$ cat config.mk
export PLATFORM = sky130hd
export DESIGN_NAME = regfile_breakable
export DESIGN_NICKNAME = d
export VERILOG_FILES = /design/src/rtl/regfile_breakable.sv
export SDC_FILE = /design/constraint.sdc
export NUM_CORES = 2
export LEC_CHECK = 0
export CAP_MARGIN = 10
export CORE_ASPECT_RATIO = 1.4
export CORE_MARGIN = 4
export CORE_UTILIZATION = 45
export DETAILED_ROUTE_END_ITERATION = 10
export PLACE_DENSITY_LB_ADDON = 0.1
export SLEW_MARGIN = 20
export SYNTH_ARGS = -nofsm -noshare
export SYNTH_HDL_FRONTEND = slang
export SYNTH_SLANG_ARGS = --single-unit
$ cat constraint.sdc
create_clock -name clk -period 2.8 [get_ports clk]
set_input_delay 0.28 -clock clk [delete_from_list [all_inputs] [get_ports clk]]
set_output_delay 0.28 -clock clk [all_outputs]
set_load 0.01 [all_outputs]
$ cat src/rtl/regfile_breakable.sv
`default_nettype none
// ============================================================================
// Module      : regfile_breakable
// Description : DEPTH x WIDTH register file, one write port and two
//               combinational read ports. Entry 0 is hardwired to zero.
//               A fault-injection engine latches a configuration on a rising
//               edge of faultactive. While ACTIVE, it corrupts writes to the
//               latched target register:
//                 0 = stuck-at-0
//                 1 = stuck-at-1
//                 2 = dead register
//                 3 = decoder alias to faultaddr^1
//               A saturating counter records every write the fault changed.
// Ports       : clk, reset (sync, active-high)
//               wrenable/wraddr/wrdata           - write port
//               rdaddr1/rddata1, rdaddr2/rddata2 - combinational reads
//               faultactive/faultmode/faultaddr/faultbit - fault request
//               faultstate  - 1 while the fault FSM is ACTIVE
//               faultcount  - saturating corrupted-write count
// Options     : define REGFILE_WRITE_BYPASS_EN to make a same-cycle write
//               (post-fault data) visible on the read ports.
// Revision    : 1.0 - initial release
// ============================================================================
module regfile_breakable #(
    parameter int WIDTH = 32,
    parameter int DEPTH = 32,
    parameter int ADDRW = 5,
    parameter int CNTW  = 8
) (
    input  logic                     clk,
    input  logic                     reset,
    input  logic                     wrenable,
    input  logic [ADDRW-1:0]         wraddr,
    input  logic [WIDTH-1:0]         wrdata,
    input  logic [ADDRW-1:0]         rdaddr1,
    output logic [WIDTH-1:0]         rddata1,
    input  logic [ADDRW-1:0]         rdaddr2,
    output logic [WIDTH-1:0]         rddata2,
    input  logic                     faultactive,
    input  logic [1:0]               faultmode,
    input  logic [ADDRW-1:0]         faultaddr,
    input  logic [$clog2(WIDTH)-1:0] faultbit,
    output logic                     faultstate,
    output logic [CNTW-1:0]          faultcount
);

    localparam int BITW = $clog2(WIDTH);

    localparam logic [0:0] c_IDLE   = 1'b0;
    localparam logic [0:0] c_ACTIVE = 1'b1;

    localparam logic [1:0] c_MODE_SA0   = 2'd0;
    localparam logic [1:0] c_MODE_SA1   = 2'd1;
    localparam logic [1:0] c_MODE_DEAD  = 2'd2;
    localparam logic [1:0] c_MODE_ALIAS = 2'd3;

    logic [WIDTH-1:0] mem_q [DEPTH];
    logic [WIDTH-1:0] mem_d [DEPTH];
    logic [0:0]       state_q, state_d;
    logic             fa_prev_q, fa_prev_d;
    logic [1:0]       mode_q, mode_d;
    logic [ADDRW-1:0] addr_q, addr_d;
    logic [BITW-1:0]  bit_q, bit_d;
    logic [CNTW-1:0]  count_q, count_d;

    logic             w_arm;
    logic             w_hit;
    logic             w_corrupt;
    logic [ADDRW-1:0] w_alias;
    logic [WIDTH-1:0] w_forced;
    logic [WIDTH-1:0] w_rd1;
    logic [WIDTH-1:0] w_rd2;

    // Fault FSM. Configuration is captured only on the arming edge, so
    // holding faultactive high keeps the original configuration.
    always_comb begin
        w_arm     = faultactive & ~fa_prev_q;
        fa_prev_d = faultactive;
        state_d   = state_q;
        mode_d    = mode_q;
        addr_d    = addr_q;
        bit_d     = bit_q;
        case (state_q)
            c_IDLE: begin
                if (w_arm) begin
                    state_d = c_ACTIVE;
                    mode_d  = faultmode;
                    addr_d  = faultaddr;
                    bit_d   = faultbit;
                end
            end
            c_ACTIVE: begin
                if (!faultactive) begin
                    state_d = c_IDLE;
                end
            end
            default: state_d = c_IDLE;
        endcase
    end

    // Write path with fault application. The fault acts on the registered
    // state, so a write on the arming edge itself is still clean.
    always_comb begin
        w_alias   = addr_q ^ ADDRW'(1);
        w_hit     = (state_q == c_ACTIVE) && wrenable &&
                    (wraddr == addr_q) && (addr_q != '0);
        w_forced  = wrdata;
        w_forced[bit_q] = (mode_q == c_MODE_SA1);
        w_corrupt = 1'b0;
        for (int i = 0; i < DEPTH; i++) begin
            mem_d[i] = mem_q[i];
        end
        if (wrenable && (wraddr != '0)) begin
            if (!w_hit) begin
                mem_d[wraddr] = wrdata;
            end else begin
                case (mode_q)
                    c_MODE_SA0, c_MODE_SA1: begin
                        mem_d[wraddr] = w_forced;
                        w_corrupt     = (w_forced != wrdata);
                    end
                    c_MODE_DEAD: begin
                        w_corrupt = 1'b1;
                    end
                    c_MODE_ALIAS: begin
                        mem_d[wraddr] = wrdata;
                        // An alias onto entry 0 is swallowed by the hardwired zero.
                        if (w_alias != '0) begin
                            mem_d[w_alias] = wrdata;
                            w_corrupt      = 1'b1;
                        end
                    end
                    default: mem_d[wraddr] = wrdata;
                endcase
            end
        end
        count_d = count_q;
        if (w_corrupt && (count_q != {CNTW{1'b1}})) begin
            count_d = count_q + CNTW'(1);
        end
    end

    always_ff @(posedge clk) begin
        if (reset) begin
            for (int i = 0; i < DEPTH; i++) begin
                mem_q[i] <= '0;
            end
            state_q   <= c_IDLE;
            fa_prev_q <= 1'b0;
            mode_q    <= '0;
            addr_q    <= '0;
            bit_q     <= '0;
            count_q   <= '0;
        end else begin
            for (int i = 0; i < DEPTH; i++) begin
                mem_q[i] <= mem_d[i];
            end
            state_q   <= state_d;
            fa_prev_q <= fa_prev_d;
            mode_q    <= mode_d;
            addr_q    <= addr_d;
            bit_q     <= bit_d;
            count_q   <= count_d;
        end
    end

`ifdef REGFILE_WRITE_BYPASS_EN
    // Next-state image already carries the post-fault data (and the old value
    // for a dead register), so reading it gives write-through behaviour.
    assign w_rd1 = mem_d[rdaddr1];
    assign w_rd2 = mem_d[rdaddr2];
`else
    assign w_rd1 = mem_q[rdaddr1];
    assign w_rd2 = mem_q[rdaddr2];
`endif

    assign rddata1    = (rdaddr1 == '0) ? '0 : w_rd1;
    assign rddata2    = (rdaddr2 == '0) ? '0 : w_rd2;
    assign faultstate = (state_q == c_ACTIVE);
    assign faultcount = count_q;

endmodule
`default_nettype wire

==> flow_metrics.env <==
export IMPL_initial_utilization_pct=45.4
export IMPL_rsz0062_at_grt="yes"
export IMPL_dieArea_um2=132000
export IMPL_max_cap_viol_count=0
export IMPL_ys_types=77
export IMPL_fillers=10400
export IMPL_layout_drive_gt1_share_pct=35.2
export IMPL_die_h_um=428
export IMPL_cts_buffer_depth=3
export IMPL_synth_edf_count=0
export IMPL_routed_via_density=7.63
export IMPL_drt_pre_antenna_iters=6
export IMPL_cp_max_fo=3
export IMPL_wl_per_cell_um=42.0
export IMPL_worst_pin_slew_ps=948
export IMPL_yosys_top_cells_area="dfxtp_1, mux4_2, o221ai_1, nand2_1, clkbuf_1"
export IMPL_skew_ps=49.3
export IMPL_hold_violations=0
export IMPL_grt_pass1_wl_um=433000
export IMPL_antenna_found_initial=19
export IMPL_cts_clk_slew_worst_paths_ps=60
export IMPL_layout_nets=5852
export IMPL_post_route_period_util_pct=107
export IMPL_syn_inst=5444
export IMPL_wirelength_um=316000
export IMPL_setup_ws_ps=-203
export IMPL_grt_usage_pct=47.2
export IMPL_postLayoutCellArea_um2=72100
export IMPL_peakVddDrop_uv=499
export IMPL_htreeDepth=3
export IMPL_violations="setup timing"
export IMPL_syn_avg_cell_area_um2=10.4
export IMPL_yosysMostFrequentCell="nand2_1"
export IMPL_tns_ps=-4630
export IMPL_ys_ff_latch=1046
export IMPL_yosys_warnings=0
export IMPL_insertion_delay_ps=810
export IMPL_status="finished, violations left"
export IMPL_ys_flop_type="dfxtp_1"
export IMPL_period_needed_ps=3000
export IMPL_async_flop_share_pct=0
export IMPL_gp_congestion=1.01
export IMPL_cp_data_required_time_ps=2520
export IMPL_io_buffers=135
export IMPL_fmax_mhz=333
export IMPL_core_um2=125000
export IMPL_p_leak_nw=25.4
export IMPL_worst_endpoint_arrival_ps=2720
export IMPL_fp_dieW_um=308
export IMPL_drc=0
export IMPL_area_delta_synth_final_pct=27.4
export IMPL_synth_top_cell_area_share_pct=37.0
export IMPL_syn_num_nets=5508
export IMPL_drt_iter0_drc=9280
export IMPL_cts_made_buffers=108
export IMPL_hold_class="primary input to flip-flop"
export IMPL_clockRootBuffer="clkbuf_16"
export IMPL_critPathLaunchType="flip-flop"
export IMPL_cts_tree="built"
export IMPL_setup_viol=58
export IMPL_crit_path_end_kind="output port"
export IMPL_powerDensity_nw_per_um2=500
export IMPL_seq_area_frac_synth_pct=37.0
export IMPL_row_count=153
export IMPL_ant_nets=0
export IMPL_path_class="flip-flop to output port"
export IMPL_max_slew_margin_pct=36.8
export IMPL_dp_final_hpwl_um=203000
export IMPL_grt_overflow_total=0
export IMPL_grt_pass1_vias=55900
export IMPL_cts_sinks=1046
export IMPL_slew_viol_final=0
export IMPL_synth_area_leader_cell="dfxtp_1"
export IMPL_vias=57400
export IMPL_grt_max_degree=47
export IMPL_dpl_cell_area_um2=67500
export IMPL_ios=136
export IMPL_synth_common_cells="nand2_1, dfxtp_1, mux4_2"
export IMPL_syn_cell_area_um2=56600
-- logic make-up (layout without fill, tap and decap cells) --
logic type,count (synthesis),in the layout,share of synthesized area [%]
XOR/XNOR,6,6,0.0929
multiplexers,738,738,27.3
buffers and inverters,732,1166,5.20
flip-flops,1046,1046,37.0
adder cells (fa/ha/maj),1,1,0.0221
AND/OR/NAND/NOR,1447,1447,10.5
AO/OA/AOI/OAI,1474,1474,19.9
other,0,16,0
-- cells in the final DEF, fill, tap and decap left out, types with 101 or more instances in the layout --
| master | count |
|---|---|
| a22o_1 | 127 |
| a22oi_1 | 130 |
| buf_12 | 290 |
| buf_4 | 527 |
| clkbuf_16 | 113 |
| dfxtp_1 | 931 |
| dfxtp_2 | 110 |
| mux4_2 | 641 |
| nand2_1 | 1051 |
| nor2_1 | 159 |
| o211ai_1 | 224 |
| o21ai_0 | 155 |
| o221ai_1 | 480 |
| o22ai_1 | 101 |
-- routing by layer --
| layer | vias up | part of all wire, % | track usage [%] | wire length, um |
|---|---|---|---|---|
| met5 | - | 0.027 | 0 | 84 |
| met4 | 12 | 12 | 45.1 | 38600 |
| met3 | 1865 | 14 | 15.5 | 44000 |
| met2 | 5451 | 42 | 68.9 | 133000 |
| met1 | 28100 | 32 | 54.1 | 101000 |
| li1 | 22000 | - | - | - |
-- area by class of cell --
cell class	count	area, um2	area share, %
clock inverters	50	673	0.934
well taps	1627	2040	2.82
clock buffers	150	3160	4.38
repair buffers	958	11000	15.2
diodes	16	40.0	0.0555
flip-flops and latches	1046	21100	29.3
multi-input cells	3666	34100	47.3
inverters	8	30.0	0.0417
-- power breakdown --
group	internal [mW]	switching [mW]	total [mW]
registers	15.0	0.103	15.1
clock network	9.16	6.89	16.1
logic	1.80	3.11	4.91
total	26.0	10.1	36.1
-- stage by stage --
step	std cells	hold slack, ps	power [mW]	setup slack (ps)	util, %
3_3_place_gp	7291	448	20.0	-660	54.2
5_1_grt	7507	140	36.5	-239	57.8
3_5_place_dp	7291	465	20.0	-633	54.2
4_1_cts	7496	133	35.6	-202	57.4
2_1_floorplan	5444	419	17.4	26.8	-
6_report	7521	125	36.1	-203	57.8
-- flip-flops by register name, summed over array words and instances (netlist names) --
register    cells
mem_q        1024
faultstate      1
mode_q          2
faultcount      8
bit_q           5
addr_q          5
fa_prev_q       1
-- worst paths after layout --
check / from / endpoint / slack [ps] / cells past startpoint
worst max-delay path: mem_q[22][11]$_SDFFE_PP0P_ / rddata2[11] / -200 / 6
worst min-delay path: faultaddr[4] / addr_q[4]$_SDFFE_PP0P_ / 120 / 3
worst max register to register: bit_q[4]$_SDFFE_PP0P_ / faultcount[3]$_SDFFE_PP0P_ / -200 / 11
worst min register to register: mem_q[27][25]$_SDFFE_PP0P_ / mem_q[27][25]$_SDFFE_PP0P_ / 470 / 2
-- what timing repair did --
| action | CTS | global route |
|---|---|---|
| resized for setup | 408 | 122 |
| cloned | 1 | 1 |
| endpoints found under the hold margin | 8 | 0 |
| hold buffers | 1 | 0 |
| pin swaps | 14 | 21 |
| setup buffers | 11 | 10 |
| setup endpoints to repair | 589 | 756 |
-- critical path, cell delays in order, from the launching register on --
cell     delay, ps
dfxtp_4        370
mux4_2         460
mux4_2         530
mux2i_2        230
buf_4          160
nor2_1          30
buf_2          140
Power figures use the tool's default switching activity.
